$ cat src/rtl/data_sram_bridge.sv
// MEM-stage to split-transaction SRAM bus bridge: one bus transaction per MEM instruction,
// stalls the pipeline while outstanding and holds load data until the pipeline advances.
module data_sram_bridge #(
  parameter bit MAP_KSEG = 1'b1
) (
  input  logic        clk,
  input  logic        rst,
  input  logic        cpu_en,
  input  logic        cpu_we,
  input  logic [3:0]  cpu_sel,
  input  logic [1:0]  cpu_size,
  input  logic [31:0] cpu_addr,
  input  logic [31:0] cpu_wdata,
  input  logic        except_flush,
  input  logic        pipe_stall,
  output logic [31:0] cpu_rdata,
  output logic        stallreq_from_mem,
  output logic        data_req,
  output logic        data_wr,
  output logic [1:0]  data_size,
  output logic [3:0]  data_wstrb,
  output logic [31:0] data_addr,
  output logic [31:0] data_wdata,
  input  logic        data_addr_ok,
  input  logic        data_data_ok,
  input  logic [31:0] data_rdata
);

  typedef enum logic [1:0] {IDLE, REQ, WAIT, DONE} state_t;

  state_t      state, state_nxt;
  logic        cancel_r, cancel_nxt;
  logic        capture;
  logic        req, stall;
  logic [31:0] rdata_r;
  logic        start;

  assign start = cpu_en & ~except_flush;

  always_ff @(posedge clk or posedge rst) begin
    if (rst) begin
      state    <= IDLE;
      cancel_r <= 1'b0;
      rdata_r  <= '0;
    end else begin
      state    <= state_nxt;
      cancel_r <= cancel_nxt;
      if (capture) rdata_r <= data_rdata;
    end
  end

  always_comb begin
    state_nxt  = state;
    cancel_nxt = cancel_r;
    capture    = 1'b0;
    req        = 1'b0;
    stall      = 1'b0;
    case (state)
      IDLE: begin
        req   = start;
        stall = start;
        if (start) state_nxt = data_addr_ok ? WAIT : REQ;
      end
      REQ: begin
        // a flush before acceptance abandons the request outright
        stall = 1'b1;
        req   = ~except_flush;
        if (except_flush)      state_nxt = IDLE;
        else if (data_addr_ok) state_nxt = WAIT;
      end
      WAIT: begin
        // accepted transactions must drain; a flush only marks the result as discarded
        stall = 1'b1;
        if (data_data_ok) begin
          if (cancel_r | except_flush) begin
            state_nxt  = IDLE;
            cancel_nxt = 1'b0;
          end else begin
            capture   = ~cpu_we;
            state_nxt = DONE;
          end
        end else if (except_flush) begin
          cancel_nxt = 1'b1;
        end
      end
      DONE: begin
        if (except_flush | ~pipe_stall) state_nxt = IDLE;
      end
      default: state_nxt = IDLE;
    endcase
  end

  assign data_req          = req & ~rst;
  assign stallreq_from_mem = stall & ~rst;
  assign cpu_rdata         = rdata_r;

  assign data_wr    = cpu_we;
  assign data_size  = cpu_size;
  assign data_wstrb = cpu_we ? cpu_sel : 4'b0000;
  assign data_wdata = cpu_wdata;
  assign data_addr  = (MAP_KSEG && cpu_addr[31:30] == 2'b10) ? {3'b000, cpu_addr[28:0]}
                                                             : cpu_addr;

endmodule

$ cat config.mk
export PLATFORM = sky130hd
export DESIGN_NAME = data_sram_bridge
export DESIGN_NICKNAME = d
export VERILOG_FILES = /design/src/rtl/data_sram_bridge.sv
export SDC_FILE = /design/constraint.sdc
export NUM_CORES = 1
export LEC_CHECK = 0
export CORE_UTILIZATION = 29
export CTS_CLUSTER_DIAMETER = 120
export CTS_CLUSTER_SIZE = 16
export DETAILED_ROUTE_END_ITERATION = 10
export MAX_ROUTING_LAYER = met4
export PLACE_DENSITY = 0.82
export SLEW_MARGIN = 25
export SYNTH_ARGS = -nofsm -noshare
export SYNTH_HDL_FRONTEND = slang
export SYNTH_SLANG_ARGS = --single-unit
$ cat constraint.sdc
create_clock -name clk -period 2 [get_ports clk]
set_input_delay 0.4 -clock clk [delete_from_list [all_inputs] [get_ports clk]]
set_output_delay 0.4 -clock clk [all_outputs]
set_load 0.005 [all_outputs]
======== Yosys cells after proc, flatten, opt, wreduce, memory -nomap -nowiden ========
Cells that the tools add are included.
cells by class
  bitwise gates (word level) .............. 9
  multiplexer cells ....................... 18
  reductions and logical operators ........ 5
  equality and inequality tests ........... 9
operators with widths
  operator                                                                 count
  32-bit two-way mux                                                       1
  2-bit two-way mux                                                        7
  2-bit one-hot mux with 4 select lines                                    1
  2-bit equality test, second input constant                               3
  1-bit two-way mux                                                        6
  2-bit inequality test, second input constant                             3
  4-bit two-way mux                                                        1
  1-bit inverter                                                           4
  1-bit one-hot mux with 2 select lines                                    2
  4-bit AND reduction                                                      1
  1-bit bitwise AND                                                        3
  3-bit inequality test, second input constant                             1
  3-bit AND reduction                                                      1
  2-bit by 1-bit equality test with 1-bit output, second input constant    1
  2-bit logical NOT                                                        1
  2-bit by 1-bit inequality test with 1-bit output, second input constant  1
  1-bit bitwise OR                                                         2
  2-bit nonzero test                                                       1
  2-bit OR reduction                                                       1
storage, ports and cells
  word-level logic and storage cells ...... 44
  bits of input ports ..................... 110
  output and inout port bits .............. 105
  flip-flop bits (word level) ............. 35

======== Longest topological paths before layout ========
  word-level depth ........................ 4
  gate-level depth with buffers ........... 7
  depth with buffers taken out ............ 6

======== Worst setup path before layout ========
OpenSTA, ideal clock, no wires.
  kind .................................... flip-flop to flip-flop
  start point ............................. register state[0]
  end point ............................... register rdata_r[0], in the netlist cpu_rdata[0]
  data required time ...................... 1.875 ns
  period minus slack after synthesis ...... 1.736 ns
  arrival time ............................ 1.611 ns
  buffers on the path ..................... 1
  slack ................................... 0.264 ns
  setup time .............................. 0.125 ns
  cell stages (with the launch flop) ...... 8
  cells stage by stage .................... dfrtp_1 inv_1 ha_1 nor2b_1 and2_2 nand3b_2 buf_6 mux2_2
between the ends
  cells in the longest elaborated chain, start to end .. 2
ends and longest elaborated chain
  item                    line  text
  from (decl)             31    state_t state, state_nxt;
  from (signal assigned)  46    state <= state_nxt;
  2-bit equality test     58    case (state)
  1-bit two-way mux       58
  to (signal assigned)    48    if (capture) rdata_r <= data_rdata;
  to (decl)               35    logic [31:0] rdata_r;
No other way between the ends.
A chain may end at the register's enable or synchronous reset.

======== Final worst setup path ========
  start point ............................. input port cpu_addr[30]
  end point ............................... output port data_addr[31]
between the ends
  cells in the longest elaborated chain, start to end .. 2
ends and longest elaborated chain
  item                 line  text
  from (decl)          12    input logic [31:0] cpu_addr,
  2-bit equality test  101   assign data_addr = (MAP_KSEG && cpu_addr[31:30] == 2'b10) ? {3'b000, cpu_addr[28:0]}
  32-bit two-way mux   101
  to (decl)            22    output logic [31:0] data_addr,
No other way between the ends.

==> key figures <==
Layout
  – Number of diodes: 0
  – Layout overhead on the synthesized area: 34.20%
  – Final standard cell count with taps included and fillers excluded: 289
  – Area occupied by registers: 875.8 um2
  – Layout cell share with drive strength beyond 1: 27.27%
  – Area of combinational cells with multiple inputs: 609.3 um2
  – Final-layout fill cell count: 636
  – Total Nets Final: 323
  – Final Util: ~40%

Global routing
  – Vias in the first global route: 1,274
  – Number of antenna violations at the first check in global routing: 0
  – Remaining Overflow, GRT: 0
  – Wire length of the first global-routing pass: 5.913 mm
  – Largest net degree at the start of global routing: 36
  – Total routing resource utilization after global routing: 10.72%

Run status
  – Outcome: complete, no violations

STA
  – Min Tclk post-route: 1922 ps
  – Unrepaired setup endpoints after global routing: no
  – Crit path setup slack, layout: 78.41 ps
  – Worst-case headroom to the max-slew limit: 69.26%
  – Period Utilization, post-route: between 90% and 100%
  – Total of endpoints with negative setup slack in the final report: 0
  – Least-Margin Pin Slew: ~460 ps
  – Timing-limited maximum frequency: 0.5204 GHz
  – Number of max-slew violations in the final report: 0
  – Setup skew after layout: 6.051 ps
  – Number of failing hold endpoints at the final stage: 0

Yosys
  – Ys Warns: 0
  – Top area cells in the synthesized netlist: sky130_fd_sc_hd__dfrtp_1 43%, sky130_fd_sc_hd__buf_4 24%, sky130_fd_sc_hd__mux2_2 18%
  – Number of flip-flops and latches in the synthesized netlist: 35
  – Sequential element share of the synthesized area: between 40% and 50%
  – Instance count of the mapped netlist: roughly 170
  – Cell area after synthesis: 0.002016 mm2
  – Area share of the largest cell type after synthesis: 43.45%
  – Netlist cell types: 22
  – Post-synthesis net count: 286
  – Dominant cell type by area after synthesis: sky130_fd_sc_hd__dfrtp_1
  – Syn avg cell area: ~12 um2

Placed design
  – Placed insts: 278
  – IO Port Bufs: a little under 90
  – Final Wtd Congestion: 0.8162
  – Detailed placer's ending HPWL: 2.915 mm
  – Pre-CTS setup slack: -92.20 ps

Route
  – DRC violation count after routing: 0
  – Number of vias per cell after detailed routing: around 4.4
  – Detailed Routing Iterations Pass 1: 4
  – DRC marker count from the first detailed-route iteration: 11
  – Post-route antenna net violation count: 0
  – Drt total wl: ~4.1 mm
  – Drt wl/cell: 14.10 um
  – Vias post-DR: 1,267

Clocking
  – Num CTS Buffers: 5
  – Clock Root Buffer: sky130_fd_sc_hd__clkbuf_8
  – Number of buffers between clock root and the deepest sink: 2
  – Hold-fix buffers, CTS: 0
  – Clk sink count: 35
  – CTS tree: done
  – Clock transition at path regs: 70 ps
  – Worst skew pair latency: 280 ps
  – CTS H-tree depth: 2

Critical path
  – Startpoint of the most critical setup path: cpu_addr[30]
  – Worst setup endpoint: data_addr[31]
  – Crit path max-delay cell type: sky130_fd_sc_hd__clkdlybuf4s50_1
  – Most frequent cell on the critical path: sky130_fd_sc_hd__clkdlybuf4s50_1
  – Delay of the slowest critical-path stage: 500 ps
  – FF-to-FF Start: state[1]
  – Cell Chain, Critical Path: clkdlybuf4s50_1 -> and2_1 -> clkdlybuf4s50_1
  – Endpoint of the most critical register-to-register path: cpu_rdata[1]
  – Critical Path AT: 1520 ps
  – Kind of start point of the critical path: input pin
  – Count of cells along the worst register-to-register path: 7
  – Crit path max fanout: 3
  – Critical Path RT: 1600 ps
  – CP endpoint kind: primary output
  – Critical setup path kind: input pin to primary output
  – Minimum setup slack among reg-to-reg paths: 130 ps

Power
  – Worst vdd ir: 0.0002959 V
  – Power per cell area: 1174 mW/mm2
  – Standby leakage power: around 1.2 nW

Die
  – Core Rows: 30
  – Number of top-level pins: 215
  – Vertical die dimension: 85.37 um
  – Starting utilization of the core area: 29.83%
  – Core Area: 0.006756 mm2
  – Die W: around 85 um
  – Die Area: 0.007288 mm2

Job
  – Max cap viols: 0

Hold path
  – Hold/Removal Path Class: flip-flop to flip-flop
[routing by layer]
metal | share of wire, % | vias up | track usage, % | routed length, um
met5 | 0 | - | - | 0
met4 | 2.9 | 0 | 6.515 | 119
met3 | 9.8 | 21 | 3.794 | 398
met2 | 50 | 66 | 18.70 | 2052
met1 | 37 | 611 | 10.13 | 1504
li1 | - | 569 | - | -
[logic make-up (layout without fill, tap and decap cells)]
logic type / Yosys count / in the layout / synth area share [%]
AO/OA/AOI/OAI: 10 / 10 / 3.352
adder cells (fa/ha/maj): 5 / 5 / 3.104
buffers and inverters: 75 / 113 / 27.00
AND/OR/NAND/NOR: 11 / 11 / 3.476
flip-flops: 35 / 35 / 43.45
multiplexers: 35 / 35 / 19.62
[per-stage QoR]
step | hold WS [ps] | total power, mW | setup TNS (ps) | cell area [um2]
2_1_floorplan | 489.8 | 1.799 | 0 | 2016
3_3_place_gp | 487.1 | 2.495 | -136.3 | 2544
3_5_place_dp | 492.0 | 2.541 | -517.7 | 2544
4_1_cts | 508.1 | 3.221 | 0 | 2669
5_1_grt | 514.7 | 3.404 | 0 | 2705
6_report | 503.5 | 3.174 | 0 | 2705
[layout make-up]
type	instances	area share (%)
well taps	80	3.700
repair buffers	98	36.26
clock inverters	3	1.619
multi-input cells	61	22.53
flip-flops and latches	35	32.38
inverters	7	0.9713
clock buffers	5	2.544
[what timing repair did]
item | in CTS | in global routing
resized for setup | 5 | 2
pin swaps | 0 | 0
cloned | 0 | 1
setup endpoints to repair | 5 | 30
setup buffers | 2 | 0
[cell usage after synthesis (all sizes together)]
| library cell | instances |
|---|---|
| a21boi | 2 |
| a21oi | 3 |
| a311o | 1 |
| a31oi | 1 |
| a32o | 1 |
| and2 | 6 |
| buf | 67 |
| clkbuf | 1 |
| dfrtp | 35 |
| ha | 5 |
| inv | 7 |
| mux2 | 33 |
| mux2i | 2 |
| nand2 | 1 |
| nand3b | 1 |
| nor2b | 1 |
| nor3 | 2 |
| o21ai | 2 |
[placed cells by master (no fill, tap or decap)]
cell	count
sky130_fd_sc_hd__nand2_1	1
sky130_fd_sc_hd__bufinv_16	1
sky130_fd_sc_hd__and2_1	5
sky130_fd_sc_hd__clkinv_2	1
sky130_fd_sc_hd__ha_2	2
sky130_fd_sc_hd__o21ai_0	2
sky130_fd_sc_hd__clkdlybuf4s50_1	84
sky130_fd_sc_hd__mux2i_1	2
sky130_fd_sc_hd__buf_12	1
sky130_fd_sc_hd__a32o_1	1
sky130_fd_sc_hd__nor3_1	2
sky130_fd_sc_hd__clkbuf_8	5
sky130_fd_sc_hd__dlygate4sd2_1	4
sky130_fd_sc_hd__mux2_2	32
sky130_fd_sc_hd__a31oi_1	1
sky130_fd_sc_hd__a21boi_0	2
sky130_fd_sc_hd__nand3b_4	1
sky130_fd_sc_hd__inv_1	6
sky130_fd_sc_hd__nor2b_1	1
sky130_fd_sc_hd__clkbuf_16	1
sky130_fd_sc_hd__a311o_2	1
sky130_fd_sc_hd__dfrtp_1	35
sky130_fd_sc_hd__inv_2	1
sky130_fd_sc_hd__and2_2	1
sky130_fd_sc_hd__ha_1	3
sky130_fd_sc_hd__buf_4	8
sky130_fd_sc_hd__clkinv_4	1
sky130_fd_sc_hd__a21oi_1	3
sky130_fd_sc_hd__mux2_4	1
[how the worst min path moves through the flow]
stage / from / endpoint / slack [ps] / cells past startpoint
detailed placement: cpu_rdata[2] / cpu_rdata[2] / 490 / 1
global placement: cpu_rdata[24] / cpu_rdata[24] / 490 / 1
floorplan: data_data_ok / cancel_r / 490 / 1
CTS: cpu_rdata[2] / cpu_rdata[2] / 510 / 1
global route: cpu_rdata[2] / cpu_rdata[2] / 510 / 1
finish: cpu_rdata[2] / cpu_rdata[2] / 500 / 1
[state kept, by name, summed over array words and instances, names as in the netlist]
signal / flops
state: 2
cpu_rdata: 32
cancel_r: 1
[critical path, delay by kind of cell]
family                 cells  cell delay, ps
buffers and inverters      2             990
AND/OR/NAND/NOR            1             130
[power breakdown]
group / total (mW) / internal, mW / switching, mW
combinational: 1.37 / 0.965 / 0.408
sequential: 1.17 / 1.02 / 0.148
clock: 0.634 / 0.371 / 0.263
(Power assumes the default switching activity.)
